## src/rtl/lf_adder_pkg.sv

```systemverilog
// Shared definitions for the Ladner-Fischer adder: default width, result record
// and the carry-recovery helper used by the final sum stage.
package lf_adder_pkg;

    localparam int LF_WIDTH = 64;

    typedef struct packed {
        logic [LF_WIDTH-1:0] sum;
        logic                cout;
        logic                ovf;
        logic                zero;
    } lf_result_t;

    // Bit i+1 is the carry into bit i+1 (group span 0..i); bit 0 is cin.
    function automatic logic [LF_WIDTH:0] lf_carries(
        input logic [LF_WIDTH-1:0] g_pfx,
        input logic [LF_WIDTH-1:0] p_pfx,
        input logic                cin
    );
        return {g_pfx | (p_pfx & {LF_WIDTH{cin}}), cin};
    endfunction

endpackage

```

## src/rtl/lf_skid_fifo2.sv

```systemverilog
// Two-entry register FIFO with valid/ready handshakes on both sides.
// in_ready depends only on the registered occupancy, never on out_ready.
module lf_skid_fifo2 #(
    parameter int W = 8
) (
    input  logic         clk,
    input  logic         rst_n,
    input  logic         in_valid,
    output logic         in_ready,
    input  logic [W-1:0] in_data,
    output logic         out_valid,
    input  logic         out_ready,
    output logic [W-1:0] out_data
);

    logic [1:0]   cnt_reg;
    logic [1:0]   cnt_next;
    logic         wr_ptr_reg;
    logic         rd_ptr_reg;
    logic [W-1:0] mem_reg [2];
    logic         push;
    logic         pop;

    assign in_ready  = rst_n & (cnt_reg != 2'd2);
    assign out_valid = (cnt_reg != 2'd0);
    assign push      = in_valid & in_ready;
    assign pop       = out_valid & out_ready;

    always_comb begin
        cnt_next = cnt_reg + {1'b0, push} - {1'b0, pop};
    end

    always_ff @(posedge clk or negedge rst_n) begin
        if (!rst_n) begin
            cnt_reg    <= 2'd0;
            wr_ptr_reg <= 1'b0;
            rd_ptr_reg <= 1'b0;
        end else begin
            cnt_reg <= cnt_next;
            if (push) wr_ptr_reg <= ~wr_ptr_reg;
            if (pop)  rd_ptr_reg <= ~rd_ptr_reg;
        end
    end

    genvar gi;
    generate
        for (gi = 0; gi < 2; gi++) begin : g_entry
            always_ff @(posedge clk or negedge rst_n) begin
                if (!rst_n)
                    mem_reg[gi] <= '0;
                else if (push && (wr_ptr_reg == 1'(gi)))
                    mem_reg[gi] <= in_data;
            end
        end
    endgenerate

    // Blank the payload when empty so drained entries never leak onto the outputs.
    assign out_data = out_valid ? mem_reg[rd_ptr_reg] : '0;

endmodule

```

## src/rtl/lf_sum_stage.sv

```systemverilog
// Final stage of the Ladner-Fischer adder: recovers carries from the prefix
// vectors, forms sum and flags, and buffers the result in a 2-entry FIFO.
module lf_sum_stage
    import lf_adder_pkg::*;
#(
    parameter int WIDTH = LF_WIDTH
) (
    input  logic             clk,
    input  logic             rst_n,
    input  logic             in_valid,
    output logic             in_ready,
    input  logic [WIDTH-1:0] g_pfx,
    input  logic [WIDTH-1:0] p_pfx,
    input  logic [WIDTH-1:0] h,
    input  logic             cin,
    output logic             out_valid,
    input  logic             out_ready,
    output logic [WIDTH-1:0] sum,
    output logic             cout,
    output logic             ovf,
    output logic             zero
);

    logic [WIDTH:0]   carry;
    logic [WIDTH-1:0] sum_comb;
    logic             cout_comb;
    logic             ovf_comb;
    logic             zero_comb;
    logic [WIDTH+2:0] payload_in;
    logic [WIDTH+2:0] payload_out;

    genvar gi;
    generate
        if (WIDTH == LF_WIDTH) begin : g_pkg_carry
            assign carry = lf_carries(g_pfx, p_pfx, cin);
        end else begin : g_bit_carry
            assign carry[0] = cin;
            for (gi = 1; gi <= WIDTH; gi++) begin : g_c
                assign carry[gi] = g_pfx[gi-1] | (p_pfx[gi-1] & cin);
            end
        end
    endgenerate

    assign sum_comb   = h ^ carry[WIDTH-1:0];
    assign cout_comb  = carry[WIDTH];
    assign ovf_comb   = carry[WIDTH] ^ carry[WIDTH-1];
    assign zero_comb  = ~|sum_comb;
    assign payload_in = {sum_comb, cout_comb, ovf_comb, zero_comb};

    lf_skid_fifo2 #(
        .W(WIDTH + 3)
    ) u_fifo (
        .clk      (clk),
        .rst_n    (rst_n),
        .in_valid (in_valid),
        .in_ready (in_ready),
        .in_data  (payload_in),
        .out_valid(out_valid),
        .out_ready(out_ready),
        .out_data (payload_out)
    );

    assign {sum, cout, ovf, zero} = payload_out;

endmodule

```

## config.mk

```make
export PLATFORM = sky130hd
export DESIGN_NAME = lf_sum_stage
export DESIGN_NICKNAME = d
export VERILOG_FILES = /design/src/rtl/lf_adder_pkg.sv /design/src/rtl/lf_skid_fifo2.sv /design/src/rtl/lf_sum_stage.sv
export SDC_FILE = /design/constraint.sdc
export NUM_CORES = 1
export LEC_CHECK = 0
export CAP_MARGIN = 20
export CORE_ASPECT_RATIO = 1.1
export CORE_MARGIN = 4
export CORE_UTILIZATION = 35
export CTS_CLUSTER_DIAMETER = 40
export DETAILED_ROUTE_END_ITERATION = 8
export PLACE_DENSITY = 0.7
export REMOVE_ABC_BUFFERS = 1
export SLEW_MARGIN = 30
export SYNTH_ARGS = -nofsm -noshare
export SYNTH_HDL_FRONTEND = slang
export SYNTH_SLANG_ARGS = --single-unit
```

## constraint.sdc

```tcl
create_clock -name clk -period 5.2 [get_ports clk]
set_clock_uncertainty 0.15 [all_clocks]
set_input_delay 1.56 -clock clk [delete_from_list [all_inputs] [get_ports clk]]
set_output_delay 1.56 -clock clk [all_outputs]
set_load 0.03 [all_outputs]
```

==> flow_metrics.env, run 1 <==
export IMPL_cts_inserted_buffers=17
export IMPL_synthTopCellsByArea="dfrtp_1 49%, mux2i_1 9.6%, o21ai_0 9.4%"
export IMPL_layout_common_cells="263 x clkdlybuf4s50_1, 137 x dfrtp_1, 135 x nand2_1, 131 x o21ai_0, 69 x nor2_1"
export IMPL_place_hpwl_mm=14.3
export IMPL_ant_nets=0
export IMPL_fillerInstances=1821
export IMPL_post_cts_setup_buffer_count=0
export IMPL_portBuffers=265
export IMPL_min_path_type="reg -> reg"
export IMPL_crit_path_top_delay_cell="clkdlybuf4s50_1"
export IMPL_drt_iter0_drc=314
export IMPL_fp_dieH_um=156
export IMPL_max_slew_margin_rel=0.465
export IMPL_cp_data_required_time_ns=3.49
export IMPL_synthSimpleGateAreaFrac=0.132
export IMPL_synth_top_area_frac=0.494
export IMPL_ios=266
export IMPL_hold_slack_ns=0.326
export IMPL_largest_reg_flops=134
export IMPL_synth_distinct_cells=26
export IMPL_grt_max_degree=65
export IMPL_synth_compound_area_share=0.146
export IMPL_rsz0062_at_grt="no"
export IMPL_grt_first_pass_wirelength_mm=31.0
export IMPL_seq_power_share=0.299
export IMPL_num_vias=6135
export IMPL_cts_root_buf="clkbuf_16"
export IMPL_path_cells="buf_6 -> a21boi_1 -> clkdlybuf4s50_1"
export IMPL_drv_slew=0
export IMPL_avgRoutedWirePerCell_um=15.6
export IMPL_cts_hold_buf=0
export IMPL_synth_mux_area_frac=0.0992
export IMPL_n_antenna_cell=0
export IMPL_end_kind="primary output"
export IMPL_tightest_slew_ns=0.803
export IMPL_max_cap_violations=0
export IMPL_grt_usage=0.176
export IMPL_status="completed"
export IMPL_drc_errors=0
export IMPL_intPower_uw=3720
export IMPL_hold_viol_final=0
export IMPL_die_area_um2=22300
export IMPL_synthXorXnorAreaFrac=0.0877
export IMPL_vdd_drop_max_v=0.000280
export IMPL_cts_sinks=138
export IMPL_cts_resized=0
export IMPL_clockPowerShare=0.216
export IMPL_first_pass_iters=4
export IMPL_finalWirelength_mm=19.8
export IMPL_synth_seq_cells=138
export IMPL_setup_violations=0
export IMPL_ys_seq_area_frac=0.494
export IMPL_start_util=0.361
export IMPL_crit_type="in -> out"
export IMPL_p_sw_uw=2530
export IMPL_period_share=0.858
export IMPL_cts_max_level=4
export IMPL_drive_above_1_share=0.0489
export IMPL_synth_cells=767
export IMPL_grt_pass1_vias=6095
export IMPL_fin_nets=1208
export IMPL_vias_per_cell=4.83
export IMPL_leakage_uw=0.00471
export IMPL_die_w_um=143
export IMPL_grt_remaining_overflow=0
export IMPL_synth_top_family_by_area="compound AO/OA/AOI/OAI gates"
export IMPL_yosysTopAreaCell="dfrtp_1"
export IMPL_worstPathArrival_ns=2.75
export IMPL_clk_pin_slew_ns=0.06
export IMPL_setup_tns_ns=0
export IMPL_powerDensity_nw_per_um2=595
export IMPL_fp_coreArea_um2=19400
export IMPL_synth_area_um2=6990
export IMPL_finalWeightedCongestion=0.728
export IMPL_synth_fa_ha_area_frac=0.00358
export IMPL_period_minus_slack_ns=4.46
export IMPL_fp_row_count=53
export IMPL_clock_latency_ns=0.42
export IMPL_cts_buffer_depth=2
export IMPL_final_common_cell="clkdlybuf4s50_1"
export IMPL_cts_tree="done"
export IMPL_yosys_warnings=0
export IMPL_max_freq_ghz=0.224
export IMPL_p_sw_frac=0.404
export IMPL_cp_start_kind="primary input"
export IMPL_syn_avg_cell_area_um2=9.11
export IMPL_slowest_delay_ns=0.71
export IMPL_antenna_found_initial=0
export IMPL_p_comb_frac=0.485
export IMPL_critPathMaxFanout=24
export IMPL_area_delta_synth_final_pct=50.3
worst max-delay path: cells and delay by family:
family	cells	cell delay (ns)
AOI/OAI and AO/OA	1	0.26
buffers and inverters	2	0.91
final cells by class:
cell class	instances	area, um2	share of cell area
Clock buffer	19	453	0.0431
Clock inverter	13	215	0.0205
Inverter	4	15.0	0.00143
Multi-Input combinational cell	573	3300	0.314
Sequential cell	138	3460	0.329
Tap cell	247	309	0.0294
Timing Repair Buffer	275	2750	0.262
synthesized netlist by cell type:
| master | number |
|---|---|
| xor2_1 | 67 |
| mux2i_1 | 67 |
| nand2_1 | 136 |
| a21oi_1 | 64 |
| and2_0 | 1 |
| ha_1 | 2 |
| nor4_1 | 3 |
| buf_2 | 13 |
| clkbuf_1 | 29 |
| and2_1 | 1 |
| nor2_1 | 70 |
| a221oi_1 | 1 |
| xnor2_1 | 3 |
| inv_1 | 4 |
| o21a_1 | 1 |
| buf_6 | 4 |
| dfrtp_1 | 138 |
| buf_1 | 6 |
| nor3_1 | 3 |
| o31ai_1 | 2 |
| o21ai_0 | 131 |
| mux2_2 | 2 |
| nand4_1 | 16 |
| a21boi_1 | 1 |
| a31oi_1 | 1 |
| nand2b_1 | 1 |
path summary, 6_finish.rpt:
kind / startpoint / end / slack [ns] / cells after the start
setup / recovery: rst_n / in_ready / 0.74 / 3
hold / removal: u_fifo.mem_reg[14] / u_fifo.mem_reg[14] / 0.33 / 2
setup reg to reg: u_fifo.cnt_reg[0] / u_fifo.mem_reg[19] / 2.73 / 7
min in group asynchronous: rst_n / u_fifo.mem_reg[92] / 0.83 / 1
hold reg to reg: u_fifo.mem_reg[14] / u_fifo.mem_reg[14] / 0.33 / 2
max in group asynchronous: rst_n / u_fifo.mem_reg[79] / 2.30 / 3
per-layer routing:
layer  track usage  share of wire
met5             0              0
met4        0.0448          0.011
met3        0.0546          0.070
met2         0.307           0.51
met1         0.210           0.41
through the flow:
stage / instances / setup slack, ns / total power, uW / instance area, um2 / utilization
2_1_floorplan: 715 / 0.337 / 3670 / 6750 / -
3_3_place_gp: 1237 / 0.718 / 4900 / 9830 / 0.508
3_5_place_dp: 1237 / 0.718 / 4960 / 9830 / 0.508
4_1_cts: 1269 / 0.706 / 6330 / 10500 / 0.542
5_1_grt: 1269 / 0.662 / 6670 / 10500 / 0.542
6_report: 1269 / 0.740 / 6250 / 10500 / 0.542
power groups by stage:
stage | Combinational [uW] | Clock [uW] | Sequential, uW
after floorplan | 1810 | 0 | 1860
after global placement | 3040 | 0 | 1860
after detailed placement | 3070 | 0 | 1890
after CTS | 3080 | 1380 | 1870
after global routing | 3300 | 1430 | 1930
final | 3030 | 1350 | 1870
kinds of logic (layout without fill, tap and decap cells):
logic type / after synthesis / count (layout)
AO/OA/AOI/OAI: 201 / 201
AND/OR/NAND/NOR: 231 / 231
buffers and inverters: 56 / 311
XOR/XNOR: 70 / 70
multiplexers: 69 / 69
flip-flops: 138 / 138
adder cells (fa/ha/maj): 2 / 2
Power figures use the tool's default switching activity.
==> run 2, diff against run 1 <==
Settings changed: CORE_MARGIN 4 to 2, SKIP_LAST_GASP from default to 1.
==> run 2 against run 1 <==
Compared with the run above: final cell count rose by 0.55%; sequential cell count did not move; design area fell by 0.61%; combinational power rose by 1%; fmax rose by 4.6%; clock-buffer cell count rose by 2; die area fell by 5.3%; sequential share of layout area rose by 0.20 points; critical path type is now reg -> out; worst hold slack improved by 0.00051 ns; core utilization fell by 1.3 points.
==> flow_metrics.env, run 2 (same netlist as run 1, synthesis figures left out) <==
export IMPL_status="completed"
export IMPL_cts_sinks=138
export IMPL_fp_row_count=54
export IMPL_n_antenna_cell=0
export IMPL_period_minus_slack_ns=4.26
export IMPL_finalPower_uw=6080
export IMPL_setup_slack_ns=0.937
export IMPL_clk_pin_slew_ns=0.06
export IMPL_fp_dieH_um=152
export IMPL_drv_slew=0
export IMPL_grt_usage=0.192
export IMPL_cts_max_level=4
export IMPL_max_cap_violations=0
export IMPL_drt_iter0_drc=230
export IMPL_pre_cts_slack_ns=0.695
export IMPL_avgRoutedWirePerCell_um=15.5
export IMPL_num_vias=6146
export IMPL_drc_errors=0
export IMPL_tightest_slew_ns=0.871
export IMPL_vias_per_cell=4.82
export IMPL_rsz0062_at_grt="no"
export IMPL_vdd_drop_max_v=0.000287
export IMPL_r2r_slack_ns=2.60
export IMPL_cts_tree="done"
export IMPL_area_delta_synth_final_pct=49.4
export IMPL_cp_data_required_time_ns=3.49
export IMPL_fp_coreArea_um2=19700
export IMPL_max_slew_margin_rel=0.419
export IMPL_ant_nets=0
export IMPL_min_path_type="reg -> reg"
export IMPL_end_kind="primary output"
export IMPL_powerDensity_nw_per_um2=582
export IMPL_place_hpwl_mm=14.4
export IMPL_antenna_found_initial=0
export IMPL_leakage_uw=0.00468
export IMPL_grt_first_pass_wirelength_mm=32.5
export IMPL_worstPathArrival_ns=2.55
export IMPL_finalWeightedCongestion=0.790
export IMPL_grt_remaining_overflow=0
export IMPL_cts_resized=0
export IMPL_drive_above_1_share=0.0488
export IMPL_cp_start_kind="flop"
export IMPL_grt_pass1_vias=6273
export IMPL_hold_viol_final=0
export IMPL_fin_nets=1210
export IMPL_finalWirelength_mm=19.8
export IMPL_post_cts_setup_buffer_count=0
export IMPL_cts_inserted_buffers=17
export IMPL_setup_tns_ns=0
export IMPL_ios=266
export IMPL_first_pass_iters=4
export IMPL_clock_latency_ns=0.41
export IMPL_largest_reg_flops=134
export IMPL_critPathMaxFanout=44
export IMPL_setup_violations=0
export IMPL_layout_common_cells="263 x clkdlybuf4s50_1, 137 x dfrtp_1, 135 x nand2_1, 131 x o21ai_0, 69 x nor2_1"
export IMPL_cts_root_buf="clkbuf_16"
export IMPL_die_w_um=139
export IMPL_grt_max_degree=90
export IMPL_crit_type="reg -> out"
export IMPL_max_freq_ghz=0.235
export IMPL_cts_hold_buf=0
export IMPL_die_area_um2=21100
export IMPL_portBuffers=265
export IMPL_cts_buffer_depth=2
export IMPL_final_common_cell="clkdlybuf4s50_1"
export IMPL_start_util=0.354
export IMPL_period_share=0.820
-- run 2: changes by cell type in the layout (fill, tap and decap cells not counted), sizes merged --
cell,previous run,this run
clkinv,5,7
inv,6,4
clkinvlp,1,2
buf,12,14
bufinv,5,2
clkbuf,19,21
-- run 2: final timing paths --
path | start | depth (start not counted) | endpoint
min in group asynchronous | rst_n | 2 | u_fifo.mem_reg[54]
worst min register to register | u_fifo.mem_reg[24] | 2 | u_fifo.mem_reg[24]
worst min-delay path | u_fifo.mem_reg[24] | 2 | u_fifo.mem_reg[24]
max in group asynchronous | rst_n | 3 | u_fifo.mem_reg[52]
worst max-delay path | u_fifo.cnt_reg[1] | 5 | sum[53]
worst max register to register | u_fifo.cnt_reg[1] | 9 | u_fifo.cnt_reg[1]
-- run 2: final cells by class --
class,count,area (um2)
multi-input cells,573,3300
well taps,252,315
clock buffers,21,460
repair buffers,277,2770
clock inverters,11,121
fillers,1850,9290
flip-flops and latches,138,3460
inverters,4,15.0
-- run 2: per-layer routing --
| layer | up-vias | share of wire | track usage |
|---|---|---|---|
| met1 | 2840 | 0.43 | 0.241 |
| met2 | 197 | 0.49 | 0.323 |
| met4 | 0 | 0.015 | 0.0635 |
| met5 | - | 0 | 0 |
| met3 | 21 | 0.068 | 0.0515 |
| li1 | 3088 | - | - |
-- run 2: through the flow --
step / area, um2 / utilization / cells / hold WS, ns
global placement: 9850 / 0.499 / 1244 / 0.311
detailed placement: 9850 / 0.499 / 1244 / 0.319
floorplan: 6750 / - / 715 / 0.298
global route: 10400 / 0.529 / 1276 / 0.345
CTS: 10400 / 0.529 / 1276 / 0.332
finish: 10400 / 0.529 / 1276 / 0.326
-- run 2: critical path, cell delays in order, from the launching register on --
cell,delay [ns]
dfrtp_1,0.43
nor2_4,0.55
buf_12,0.31
buf_4,0.17
nor2_1,0.04
clkdlybuf4s50_1,0.59
-- run 2: power by group --
group | leakage, uW | total, uW | switching [uW] | internal (uW)
registers | 0.00172 | 1820 | 254 | 1570
logic | 0.00267 | 3070 | 1790 | 1290
clock network | 0.000283 | 1180 | 454 | 730
==> run 3, diff against run 2 <==
Settings changed: PLACE_DENSITY 0.7 to 0.73.
Clock period 5.2 ns to 3.75 ns, I/O delays scaled along.
==> run 3 against run 2 <==
Compared with the run above: sequential power up 41%; non-clock buffer count increased by 2; via count is 0.67% lower; first-iteration DRC count grew 9.1%; sequential share of layout area is essentially flat; final cell count about the same; global-route usage shrank 1.2 points; design area increased by 0.14%; critical path depth shrank 1; critical path type unchanged.
==> flow_metrics.env, run 3 (same netlist as run 1, synthesis figures left out) <==
export IMPL_cts_inserted_buffers=17
export IMPL_fp_dieH_um=152
export IMPL_vias_per_cell=4.78
export IMPL_max_slew_margin_rel=0.447
export IMPL_multi_input_area_um2=3300
export IMPL_setup_violations=0
export IMPL_final_cell_count_no_fill=1277
export IMPL_hold_viol_final=0
export IMPL_critPathMaxFanout=33
export IMPL_cts_max_level=4
export IMPL_cp_start_kind="flop"
export IMPL_clock_latency_ns=0.41
export IMPL_period_share=0.947
export IMPL_finalWeightedCongestion=0.771
export IMPL_rsz0062_at_grt="no"
export IMPL_pre_cts_slack_ns=0.357
export IMPL_drc_errors=0
export IMPL_grt_usage=0.180
export IMPL_rr_worst_depth=7
export IMPL_max_freq_ghz=0.282
export IMPL_grt_max_degree=70
export IMPL_grt_pass1_vias=6266
export IMPL_cts_root_buf="clkbuf_16"
export IMPL_drt_iter0_drc=251
export IMPL_use_met1=0.220
export IMPL_max_cap_violations=0
export IMPL_clk_pin_slew_ns=0.06
export IMPL_period_minus_slack_ns=3.55
export IMPL_antenna_found_initial=0
export IMPL_p_sw_frac=0.409
export IMPL_cts_sinks=138
export IMPL_setup_slack_ns=0.199
export IMPL_portBuffers=265
export IMPL_grt_first_pass_wirelength_mm=31.0
export IMPL_fp_row_count=54
export IMPL_grt_busiest_layer="met2"
export IMPL_largest_reg_flops=134
export IMPL_place_hpwl_mm=13.5
export IMPL_leakage_uw=0.00469
export IMPL_worstPathArrival_ns=2.28
export IMPL_powerDensity_nw_per_um2=803
export IMPL_start_util=0.354
export IMPL_area_delta_synth_final_pct=49.6
export IMPL_grt_util_met2=0.311
export IMPL_placedCellCount=1245
export IMPL_intPower_uw=4960
export IMPL_fillerInstances=1834
export IMPL_drive_above_1_share=0.0468
export IMPL_final_common_cell="clkdlybuf4s50_1"
export IMPL_first_pass_iters=5
export IMPL_status="completed"
export IMPL_tightest_slew_ns=0.829
export IMPL_num_vias=6105
export IMPL_cts_buffer_depth=2
export IMPL_holdPathStages=2
export IMPL_die_area_um2=21100
export IMPL_ant_nets=0
export IMPL_cts_hold_buf=0
export IMPL_ios=266
export IMPL_min_path_type="reg -> reg"
export IMPL_crit_type="reg -> out"
export IMPL_use_met3=0.0503
export IMPL_hold_slack_ns=0.325
export IMPL_fp_coreArea_um2=19700
export IMPL_vdd_drop_max_v=0.000359
export IMPL_end_kind="primary output"
export IMPL_clockPowerShare=0.189
export IMPL_avgRoutedWirePerCell_um=14.4
export IMPL_grt_remaining_overflow=0
export IMPL_cts_tree="done"
export IMPL_p_comb_frac=0.506
export IMPL_finalWirelength_mm=18.4
export IMPL_p_sw_uw=3440
export IMPL_drv_slew=0
export IMPL_layout_common_cells="262 x clkdlybuf4s50_1, 137 x dfrtp_1, 135 x nand2_1, 131 x o21ai_0, 69 x nor2_1"
export IMPL_seq_power_share=0.305
export IMPL_n_antenna_cell=0
export IMPL_die_w_um=139
export IMPL_seq_area_um2=3460
export IMPL_cp_data_required_time_ns=2.47
export IMPL_fin_nets=1212
==> run 3: changes by cell type in the layout (fill, tap and decap cells not counted), sizes merged <==
| cell | change |
|---|---|
| buf | +3 |
| clkbuf | +3 |
| clkinv | -4 |
| clkdlybuf4s50 | -1 |
==> run 3: final timing paths <==
kind,startpoint,end,slack (ns)
worst max-delay path,u_fifo.rd_ptr_reg,sum[25],0.20
worst min-delay path,u_fifo.mem_reg[82],u_fifo.mem_reg[82],0.32
worst max register to register,u_fifo.cnt_reg[0],u_fifo.mem_reg[64],1.48
worst min register to register,u_fifo.mem_reg[82],u_fifo.mem_reg[82],0.32
max in group asynchronous,rst_n,u_fifo.rd_ptr_reg,2.03
min in group asynchronous,rst_n,u_fifo.mem_reg[68],0.35
==> run 3: power groups by stage <==
| stage | combinational [uW] | clock (uW) | sequential (uW) |
|---|---|---|---|
| after floorplan | 2500 | 0 | 2580 |
| after detailed placement | 4240 | 0 | 2610 |
| after global placement | 4200 | 0 | 2590 |
| after CTS | 4310 | 1630 | 2560 |
| final | 4250 | 1590 | 2560 |
| after global routing | 4630 | 1690 | 2650 |
==> run 3: routing by layer <==
| metal | up-vias | part of all wire |
|---|---|---|
| met5 | - | 0 |
| met2 | 186 | 0.50 |
| met4 | 0 | 0.011 |
| li1 | 3090 | - |
| met3 | 14 | 0.068 |
| met1 | 2815 | 0.42 |
==> run 3: final cells by class <==
class	count	share of cell area
multi-input cells	573	0.316
clock inverters	7	0.00898
inverters	4	0.00144
well taps	252	0.0302
repair buffers	279	0.269
flip-flops and latches	138	0.331
clock buffers	24	0.0442
==> run 3: metrics by stage <==
stage / cell area, um2 / utilization / setup TNS (ns) / power, uW
CTS: 10500 / 0.530 / 0 / 8500
global route: 10500 / 0.530 / 0 / 8960
global placement: 9880 / 0.501 / 0 / 6790
finish: 10500 / 0.530 / 0 / 8400
floorplan: 6750 / - / -106.89 / 5090
detailed placement: 9880 / 0.501 / 0 / 6860
==> run 3: worst max-delay path: stages, from the launching register on <==
cell	delay, ns
dfrtp_4	0.59
buf_12	0.31
mux2i_1	0.12
nor2_1	0.11
clkdlybuf4s50_1	0.70
==> run 3: timing repair <==
item	in CTS	in global routing
setup endpoints to repair	1	0
buffers inserted	1	0
gates resized for setup	0	0
